$ cat config.mk
export PLATFORM = sky130hd
export DESIGN_NAME = mc_main_ctrl_flat
export DESIGN_NICKNAME = d
export VERILOG_FILES = /design/src/rtl/mc_pkg.sv /design/src/rtl/mc_main_ctrl_if.sv /design/src/rtl/mc_out_decode.sv /design/src/rtl/mc_main_ctrl.sv /design/src/flat_wrapper.sv
export SDC_FILE = /design/constraint.sdc
export NUM_CORES = 1
export LEC_CHECK = 0
export CAP_MARGIN = 20
export CORE_MARGIN = 5
export CORE_UTILIZATION = 38
export DETAILED_ROUTE_END_ITERATION = 7
export PLACE_DENSITY = 0.78
export REMOVE_ABC_BUFFERS = 1
export SYNTH_ARGS = -nofsm -noshare
export SYNTH_HDL_FRONTEND = slang
export SYNTH_SLANG_ARGS = --single-unit
$ cat constraint.sdc
create_clock -name clk_i -period 1.66 [get_ports clk_i]
set_input_delay 0.332 -clock clk_i [delete_from_list [all_inputs] [get_ports clk_i]]
set_output_delay 0.332 -clock clk_i [all_outputs]
set_load 0.005 [all_outputs]
$ cat src/rtl/mc_pkg.sv
// Shared constants, state encoding and control-vector type for the multi-cycle MIPS main control.
// Optional bne support is enabled by defining MC_BNE_EN.
package mc_pkg;

  localparam logic [5:0] OP_RTYPE = 6'h00;
  localparam logic [5:0] OP_J     = 6'h02;
  localparam logic [5:0] OP_BEQ   = 6'h04;
`ifdef MC_BNE_EN
  localparam logic [5:0] OP_BNE   = 6'h05;
`endif
  localparam logic [5:0] OP_ADDI  = 6'h08;
  localparam logic [5:0] OP_SLTI  = 6'h0A;
  localparam logic [5:0] OP_LW    = 6'h23;
  localparam logic [5:0] OP_SW    = 6'h2B;

  localparam logic [2:0] ALU_ADD   = 3'd0;
  localparam logic [2:0] ALU_SUB   = 3'd1;
  localparam logic [2:0] ALU_RTYPE = 3'd2;
  localparam logic [2:0] ALU_SLT   = 3'd3;

  localparam logic [1:0] SRCB_REG     = 2'b00;
  localparam logic [1:0] SRCB_FOUR    = 2'b01;
  localparam logic [1:0] SRCB_IMM     = 2'b10;
  localparam logic [1:0] SRCB_IMM_SH2 = 2'b11;

  localparam logic [1:0] PCSRC_ALU    = 2'b00;
  localparam logic [1:0] PCSRC_ALUOUT = 2'b01;
  localparam logic [1:0] PCSRC_JUMP   = 2'b10;

  typedef enum logic [3:0] {
    IDLE      = 4'd0,
    FETCH     = 4'd1,
    DECODE    = 4'd2,
    EXEC_R    = 4'd3,
    WB_R      = 4'd4,
    EXEC_I    = 4'd5,
    WB_I      = 4'd6,
    ADDR      = 4'd7,
    MEM_RD    = 4'd8,
    WB_MEM    = 4'd9,
    MEM_WR    = 4'd10,
    BRANCH    = 4'd11,
    BRANCH_NE = 4'd12,
    JUMP      = 4'd13,
    HALT      = 4'd14
  } state_e;

  typedef struct packed {
    logic       pc_write;
    logic       pc_write_cond;
    logic       i_or_d;
    logic       mem_read;
    logic       mem_write;
    logic       ir_write;
    logic       mem_to_reg;
    logic       reg_dst;
    logic       reg_write;
    logic       alu_src_a;
    logic [1:0] alu_src_b;
    logic [2:0] alu_op;
    logic [1:0] pc_source;
    logic       halted;
`ifdef MC_BNE_EN
    logic       branch_ne;
`endif
  } ctrl_t;

  // Instruction class dispatch out of DECODE; unknown opcodes park the controller in HALT.
  function automatic state_e decode_op(input logic [5:0] op);
    state_e nxt;
    case (op)
      OP_RTYPE:         nxt = EXEC_R;
      OP_ADDI, OP_SLTI: nxt = EXEC_I;
      OP_LW, OP_SW:     nxt = ADDR;
      OP_BEQ:           nxt = BRANCH;
`ifdef MC_BNE_EN
      OP_BNE:           nxt = BRANCH_NE;
`endif
      OP_J:             nxt = JUMP;
      default:          nxt = HALT;
    endcase
    return nxt;
  endfunction

endpackage

$ cat src/rtl/mc_main_ctrl_if.sv
// Opcode/handshake inputs and datapath control outputs of the main control FSM.
// branch_ne_o exists only when MC_BNE_EN is defined.
interface mc_main_ctrl_if #(parameter int ST_W = 4);
  logic [5:0]      opcode_i;
  logic            mem_ready_i;
  logic            pc_write_o;
  logic            pc_write_cond_o;
  logic            i_or_d_o;
  logic            mem_read_o;
  logic            mem_write_o;
  logic            ir_write_o;
  logic            mem_to_reg_o;
  logic            reg_dst_o;
  logic            reg_write_o;
  logic            alu_src_a_o;
  logic [1:0]      alu_src_b_o;
  logic [2:0]      alu_op_o;
  logic [1:0]      pc_source_o;
  logic            halted_o;
  logic [ST_W-1:0] state_o;
`ifdef MC_BNE_EN
  logic            branch_ne_o;
`endif

  modport master (
    input  opcode_i, mem_ready_i,
`ifdef MC_BNE_EN
    output branch_ne_o,
`endif
    output pc_write_o, pc_write_cond_o, i_or_d_o, mem_read_o, mem_write_o,
           ir_write_o, mem_to_reg_o, reg_dst_o, reg_write_o, alu_src_a_o,
           alu_src_b_o, alu_op_o, pc_source_o, halted_o, state_o
  );

  modport slave (
    output opcode_i, mem_ready_i,
`ifdef MC_BNE_EN
    input  branch_ne_o,
`endif
    input  pc_write_o, pc_write_cond_o, i_or_d_o, mem_read_o, mem_write_o,
           ir_write_o, mem_to_reg_o, reg_dst_o, reg_write_o, alu_src_a_o,
           alu_src_b_o, alu_op_o, pc_source_o, halted_o, state_o
  );
endinterface

$ cat src/rtl/mc_out_decode.sv
// Moore output decode: state (plus mem_ready_i in FETCH, opcode in EXEC_I) to control vector.
// BRANCH_NE outputs are decoded only when MC_BNE_EN is defined.
module mc_out_decode
  import mc_pkg::*;
(
  input  state_e     state,
  input  logic       mem_ready_i,
  input  logic [5:0] opcode_i,
  output ctrl_t      ctrl
);

  always_comb begin
    ctrl = '0;
    case (state)
      FETCH: begin
        ctrl.mem_read  = 1'b1;
        ctrl.alu_src_a = 1'b0;
        ctrl.alu_src_b = SRCB_FOUR;
        ctrl.alu_op    = ALU_ADD;
        ctrl.pc_source = PCSRC_ALU;
        // IR and PC load only on the cycle the instruction word actually arrives.
        ctrl.ir_write  = mem_ready_i;
        ctrl.pc_write  = mem_ready_i;
      end
      DECODE: begin
        ctrl.alu_src_a = 1'b0;
        ctrl.alu_src_b = SRCB_IMM_SH2;
        ctrl.alu_op    = ALU_ADD;
      end
      EXEC_R: begin
        ctrl.alu_src_a = 1'b1;
        ctrl.alu_src_b = SRCB_REG;
        ctrl.alu_op    = ALU_RTYPE;
      end
      WB_R: begin
        ctrl.reg_dst   = 1'b1;
        ctrl.reg_write = 1'b1;
      end
      EXEC_I: begin
        ctrl.alu_src_a = 1'b1;
        ctrl.alu_src_b = SRCB_IMM;
        ctrl.alu_op    = (opcode_i == OP_SLTI) ? ALU_SLT : ALU_ADD;
      end
      WB_I: begin
        ctrl.reg_write = 1'b1;
      end
      ADDR: begin
        ctrl.alu_src_a = 1'b1;
        ctrl.alu_src_b = SRCB_IMM;
        ctrl.alu_op    = ALU_ADD;
      end
      MEM_RD: begin
        ctrl.i_or_d   = 1'b1;
        ctrl.mem_read = 1'b1;
      end
      WB_MEM: begin
        ctrl.mem_to_reg = 1'b1;
        ctrl.reg_write  = 1'b1;
      end
      MEM_WR: begin
        ctrl.i_or_d    = 1'b1;
        ctrl.mem_write = 1'b1;
      end
      BRANCH: begin
        ctrl.alu_src_a     = 1'b1;
        ctrl.alu_src_b     = SRCB_REG;
        ctrl.alu_op        = ALU_SUB;
        ctrl.pc_write_cond = 1'b1;
        ctrl.pc_source     = PCSRC_ALUOUT;
      end
`ifdef MC_BNE_EN
      BRANCH_NE: begin
        ctrl.alu_src_a     = 1'b1;
        ctrl.alu_src_b     = SRCB_REG;
        ctrl.alu_op        = ALU_SUB;
        ctrl.pc_write_cond = 1'b1;
        ctrl.pc_source     = PCSRC_ALUOUT;
        ctrl.branch_ne     = 1'b1;
      end
`endif
      JUMP: begin
        ctrl.pc_write  = 1'b1;
        ctrl.pc_source = PCSRC_JUMP;
      end
      HALT: begin
        ctrl.halted = 1'b1;
      end
      default: ;
    endcase
  end

endmodule

$ cat src/rtl/mc_main_ctrl.sv
// Multi-cycle MIPS main control FSM: state register and next-state logic; outputs via mc_out_decode.
// Define MC_BNE_EN to add the bne (BRANCH_NE) path and the branch_ne_o output.
//
// state     | meaning
// IDLE      | after reset, all outputs low
// FETCH     | instruction read, PC+4; waits on mem_ready_i
// DECODE    | branch target into ALUOut, dispatch on opcode
// EXEC_R    | R-type ALU operation
// WB_R      | write ALUOut to rd
// EXEC_I    | addi/slti ALU operation
// WB_I      | write ALUOut to rt
// ADDR      | lw/sw effective address
// MEM_RD    | data read; waits on mem_ready_i
// WB_MEM    | write MDR to rt
// MEM_WR    | data write; waits on mem_ready_i
// BRANCH    | beq compare and conditional PC load
// BRANCH_NE | bne compare (MC_BNE_EN only)
// JUMP      | PC load from jump target
// HALT      | illegal opcode, absorbing until reset
module mc_main_ctrl
  import mc_pkg::*;
#(
  parameter int ST_W = 4
) (
  input logic           clk_i,
  input logic           rst_i,
  mc_main_ctrl_if.master bus
);

  state_e state_q;
  state_e state_d;
  ctrl_t  ctrl;

  always_ff @(posedge clk_i) begin
    if (rst_i) state_q <= IDLE;
    else       state_q <= state_d;
  end

  always_comb begin
    state_d = state_q;
    case (state_q)
      IDLE:   state_d = FETCH;
      FETCH:  if (bus.mem_ready_i) state_d = DECODE;
      DECODE: state_d = decode_op(bus.opcode_i);
      EXEC_R: state_d = WB_R;
      WB_R:   state_d = FETCH;
      EXEC_I: state_d = WB_I;
      WB_I:   state_d = FETCH;
      ADDR:   state_d = (bus.opcode_i == OP_LW) ? MEM_RD : MEM_WR;
      MEM_RD: if (bus.mem_ready_i) state_d = WB_MEM;
      WB_MEM: state_d = FETCH;
      MEM_WR: if (bus.mem_ready_i) state_d = FETCH;
      BRANCH: state_d = FETCH;
`ifdef MC_BNE_EN
      BRANCH_NE: state_d = FETCH;
`endif
      JUMP:   state_d = FETCH;
      HALT:   state_d = HALT;
      default: state_d = IDLE;
    endcase
  end

  mc_out_decode u_out_decode (
    .state       (state_q),
    .mem_ready_i (bus.mem_ready_i),
    .opcode_i    (bus.opcode_i),
    .ctrl        (ctrl)
  );

  assign bus.pc_write_o      = ctrl.pc_write;
  assign bus.pc_write_cond_o = ctrl.pc_write_cond;
  assign bus.i_or_d_o        = ctrl.i_or_d;
  assign bus.mem_read_o      = ctrl.mem_read;
  assign bus.mem_write_o     = ctrl.mem_write;
  assign bus.ir_write_o      = ctrl.ir_write;
  assign bus.mem_to_reg_o    = ctrl.mem_to_reg;
  assign bus.reg_dst_o       = ctrl.reg_dst;
  assign bus.reg_write_o     = ctrl.reg_write;
  assign bus.alu_src_a_o     = ctrl.alu_src_a;
  assign bus.alu_src_b_o     = ctrl.alu_src_b;
  assign bus.alu_op_o        = ctrl.alu_op;
  assign bus.pc_source_o     = ctrl.pc_source;
  assign bus.halted_o        = ctrl.halted;
  assign bus.state_o         = ST_W'(state_q);
`ifdef MC_BNE_EN
  assign bus.branch_ne_o     = ctrl.branch_ne;
`endif

endmodule

$ cat src/flat_wrapper.sv
// flat-port wrapper written by rule: the top's interface ports become plain ports
module mc_main_ctrl_flat import mc_pkg::*;
#(
  parameter int ST_W = 4
)
  (clk_i, rst_i, bus_opcode_i, bus_mem_ready_i, bus_pc_write_o, bus_pc_write_cond_o, bus_i_or_d_o, bus_mem_read_o, bus_mem_write_o, bus_ir_write_o, bus_mem_to_reg_o, bus_reg_dst_o, bus_reg_write_o, bus_alu_src_a_o, bus_alu_src_b_o, bus_alu_op_o, bus_pc_source_o, bus_halted_o, bus_state_o);
  mc_main_ctrl_if #(.ST_W(ST_W)) bus_i ();
  input logic clk_i;
  input logic rst_i;
  input wire logic [$bits(bus_i.opcode_i)-1:0] bus_opcode_i;
  input wire logic [$bits(bus_i.mem_ready_i)-1:0] bus_mem_ready_i;
  output wire logic [$bits(bus_i.pc_write_o)-1:0] bus_pc_write_o;
  output wire logic [$bits(bus_i.pc_write_cond_o)-1:0] bus_pc_write_cond_o;
  output wire logic [$bits(bus_i.i_or_d_o)-1:0] bus_i_or_d_o;
  output wire logic [$bits(bus_i.mem_read_o)-1:0] bus_mem_read_o;
  output wire logic [$bits(bus_i.mem_write_o)-1:0] bus_mem_write_o;
  output wire logic [$bits(bus_i.ir_write_o)-1:0] bus_ir_write_o;
  output wire logic [$bits(bus_i.mem_to_reg_o)-1:0] bus_mem_to_reg_o;
  output wire logic [$bits(bus_i.reg_dst_o)-1:0] bus_reg_dst_o;
  output wire logic [$bits(bus_i.reg_write_o)-1:0] bus_reg_write_o;
  output wire logic [$bits(bus_i.alu_src_a_o)-1:0] bus_alu_src_a_o;
  output wire logic [$bits(bus_i.alu_src_b_o)-1:0] bus_alu_src_b_o;
  output wire logic [$bits(bus_i.alu_op_o)-1:0] bus_alu_op_o;
  output wire logic [$bits(bus_i.pc_source_o)-1:0] bus_pc_source_o;
  output wire logic [$bits(bus_i.halted_o)-1:0] bus_halted_o;
  output wire logic [$bits(bus_i.state_o)-1:0] bus_state_o;
  assign bus_i.opcode_i = bus_opcode_i;
  assign bus_i.mem_ready_i = bus_mem_ready_i;
  assign bus_pc_write_o = bus_i.pc_write_o;
  assign bus_pc_write_cond_o = bus_i.pc_write_cond_o;
  assign bus_i_or_d_o = bus_i.i_or_d_o;
  assign bus_mem_read_o = bus_i.mem_read_o;
  assign bus_mem_write_o = bus_i.mem_write_o;
  assign bus_ir_write_o = bus_i.ir_write_o;
  assign bus_mem_to_reg_o = bus_i.mem_to_reg_o;
  assign bus_reg_dst_o = bus_i.reg_dst_o;
  assign bus_reg_write_o = bus_i.reg_write_o;
  assign bus_alu_src_a_o = bus_i.alu_src_a_o;
  assign bus_alu_src_b_o = bus_i.alu_src_b_o;
  assign bus_alu_op_o = bus_i.alu_op_o;
  assign bus_pc_source_o = bus_i.pc_source_o;
  assign bus_halted_o = bus_i.halted_o;
  assign bus_state_o = bus_i.state_o;
  mc_main_ctrl #(.ST_W(ST_W)) u_core (.clk_i(clk_i), .rst_i(rst_i), .bus(bus_i));
endmodule
==> run summary <==
* **max frequency** 582 MHz
* **number of antenna violations at the first check in global routing** 0
* **post-synthesis mux area share** 3.72%
* **P&R area growth vs syn** 99.8%
* **global placement routability congestion** 0.861
* **count of endpoints failing hold in the final timing report** 0
* **complex-gate fraction of the synthesized area** 32.2%
* **Placeable Area** 1470 um^2
* **unique cell type count in the Yosys netlist** 40
* **peak ir drop on the vdd network** 1010 uV
* **multi-input gate area in the final layout** 518 um^2
* **Post-Syn Area** 572 um^2
* **Initial Utilization** 38.9%
* **detailed-placement wirelength estimate** 1.77 mm
* **crit end category** primary output
* **I/O Pins** 31
* **Crit path buffers/inverters** 3
* **first-pass GRT wire length** 4.21 mm
* **cell types with the largest area share after synthesis** dfxtp_1 14%, nor2_1 9.2%, nand2b_1 5.5%
* **library cell contributing the largest single delay on the critical path** nor4_4
* **Final Skew** 0.00143 ns
* **x dimension of the die** 48.8 um
* **total gr overflow** 0
* **Total Die Area** 2380 um^2
* **clock tree buffer depth** 2
* **dominant combinational cell family by area after synthesis** simple AND/OR/NAND/NOR gates
* **total number of clock tree sinks** 4
* **number of nets in the finished design** 150
* **vertical die dimension** 48.8 um
* **count of inserted antenna diode cells** 0
* **TritonCTS clock tree** built
* **via count** 923
* **Filler Cell Count** 109
* **Site Rows** 14
* **WP data arrival** 1.39 ns
* **sequential area share after synthesis** 14.0%
* **adder and majority gate portion of the synthesized area** 0%
* **simple logic cell fraction of the synthesized area** 37.0%
* **Worst Path Max Fanout** 2
* **kind of path behind the tightest hold check** primary input to flop
* **clock period minus final worst setup slack** 1.72 ns
* **Post-DRT Antenna Nets** 0
* **number of violations of the max-capacitance limit** 0
* **Slew Limit Fails** 0
* **cell with the most instances after synthesis** nor2_1
* **top_reg_cell synth** dfxtp_1
* **fraction of the cycle the final worst path needs** 104%
* **cell count after placement** 147
* **area share of the largest cell type after synthesis** 14.0%
* **Clock Pin Slew Worst Setup and Hold Paths** 0.04 ns
* **power per cell area** 1480 nW/um^2
* **Min Hold Slack** 0.516 ns
* **number of H-tree levels** 1
* **average wire per cell in the routed design** 16.8 um
* **Worst Path Required** 1.33 ns
* **number of synthesized flops with an enable pin** 0
* **XOR/XNOR Fraction of Synth Area** 3.06%
* **maximum number of pins on one net before global-route repair** 11
* **outcome** finished, violations left
* **kind of start point of the critical path** primary input
* **initial DRC count** 24
* **fraction of final layout cells sized beyond drive strength 1** 43.9%
* **detailed-route wire length** 2.61 mm
* **TritonCTS buffer count** 3
* **DRC viols** 0
* **Final WS setup** -0.0592 ns
* **Clock Root Buffer** clkbuf_4
* **aggregate negative setup slack** -0.0937 ns
* **register cell area after layout** 92.6 um^2
* **number of cells in the finished layout apart from fillers** 155
* **overall power after layout** 1.69 mW
* **RSZ-0062 raised after global routing** yes
* **Async SR Flop Fraction** 0%
* **leading post-synthesis cells by instance count** 14 x nor2_1, 5 x a21oi_1, 5 x nand2b_1
* **worst-path cell chain** buf_8 -> nor4_4 -> nand4_1 -> buf_4 -> o22ai_2 -> and2_1 -> buf_2
* **Pre-Repair DR Iteration Count** 4
* **instance count of the mapped netlist** 85
* **crit-path leading delay family** simple AND/OR/NAND/NOR gates
* **GRT Total Usage** 21.7%
* **count of port buffers added during placement** 29
* **number of global-route vias before repair** 923
* **worst skew pair latency** 0.23 ns
* **number of register bits inferred by synthesis** 4
* **Worst path max stage delay** 0.27 ns
* **leakage power of the design** 0.573 nW
* **number of endpoints failing setup at the final stage** 2
* **flip-flop count of the largest register after layout** 4
* **cell accounting for the most synthesized area** dfxtp_1
* **Vias per Instance** 5.95
* **Yosys warning count** 0
* **critical setup path kind** primary input to primary output
* **failing checks** setup timing
* **average footprint of a synthesized cell** 6.73 um^2
-- metal layers --
| metal | track usage [%] | part of all wire [%] | vias up |
|---|---|---|---|
| li1 | - | - | 421 |
| met4 | 15.7 | 4.9 | 0 |
| met5 | 0 | 0 | - |
| met2 | 36.5 | 50 | 53 |
| met1 | 22.7 | 36 | 437 |
| met3 | 6.12 | 8.4 | 12 |
-- where the power goes --
part           switching [mW]  internal (mW)  leakage (nW)
logic                   0.620          0.709         0.524
clock network          0.0387         0.0808        0.0138
registers              0.0861          0.157        0.0353
total                   0.745          0.947         0.573
-- worst paths after layout --
check,cells past startpoint,endpoint,startpoint,slack [ns]
worst max-delay path,7,bus_alu_op_o[0],bus_opcode_i[4],-0.06
worst min-delay path,4,u_core.bus.state_o[0]$_SDFFE_PP0P_,bus_opcode_i[4],0.52
worst max register to register,6,u_core.bus.state_o[1]$_SDFFE_PP0P_,u_core.bus.state_o[1]$_SDFFE_PP0P_,0.05
worst min register to register,3,u_core.bus.state_o[0]$_SDFFE_PP0P_,u_core.bus.state_o[1]$_SDFFE_PP0P_,0.70
-- layout make-up --
| class | count | area share (%) |
|---|---|---|
| Multi-Input combinational cell | 72 | 45.3 |
| Timing Repair Buffer | 57 | 41.6 |
| Sequential cell | 4 | 8.11 |
| Clock buffer | 3 | 1.97 |
| Tap cell | 16 | 1.75 |
| Inverter | 3 | 1.20 |
-- what timing repair did --
item                       4_1_cts  5_1_grt
setup buffers                    5        0
hold buffers                     0        0
pin swaps                        5        3
setup endpoints to repair       20        9
gates resized for setup         71       15
-- cell families (layout without fill, tap and decap cells) --
| group | count (synthesis) | after routing |
|---|---|---|
| xor+xnor | 2 | 2 |
| mux | 2 | 2 |
| flops | 4 | 4 |
| simple gates | 40 | 40 |
| other cells | 1 | 1 |
| buf+inv | 9 | 63 |
| compound gates | 27 | 27 |
-- cells in the final DEF, fill, tap and decap left out, drive strengths merged, types with 2 or more instances in the layout --
master	netlist	layout
a211oi	2	2
a21oi	5	5
a31oi	2	2
buf	5	35
clkbuf	1	5
clkdlybuf4s50	0	4
dfxtp	4	4
dlygate4sd2	0	14
inv	3	3
nand2	5	5
nand2b	5	5
nor2	14	14
nor2b	3	3
nor3	4	4
o21ai	5	5
o21bai	2	2
o22ai	2	2
or4	2	2
xnor2	2	2
-- metrics by stage --
| stage | util, % | setup WS (ns) | cell area (um^2) |
|---|---|---|---|
| final | 77.6 | -0.0592 | 1140 |
| after global routing | 77.6 | -0.0975 | 1140 |
| after CTS | 77.0 | -0.00768 | 1130 |
| after detailed placement | 68.8 | -0.856 | 1010 |
| after global placement | 68.8 | -0.812 | 1010 |
| after floorplan | - | 0.171 | 529 |
-- worst reg2reg max path, stage by stage, from the launching register on --
cell and delay (ns):
dfxtp_4 0.35, buf_6 0.13, buf_6 0.12, or4_4 0.53, a21oi_2 0.15, a311o_1 0.12
o21ai_1 0.08
Note: power is estimated with default switching activity, not from simulation.
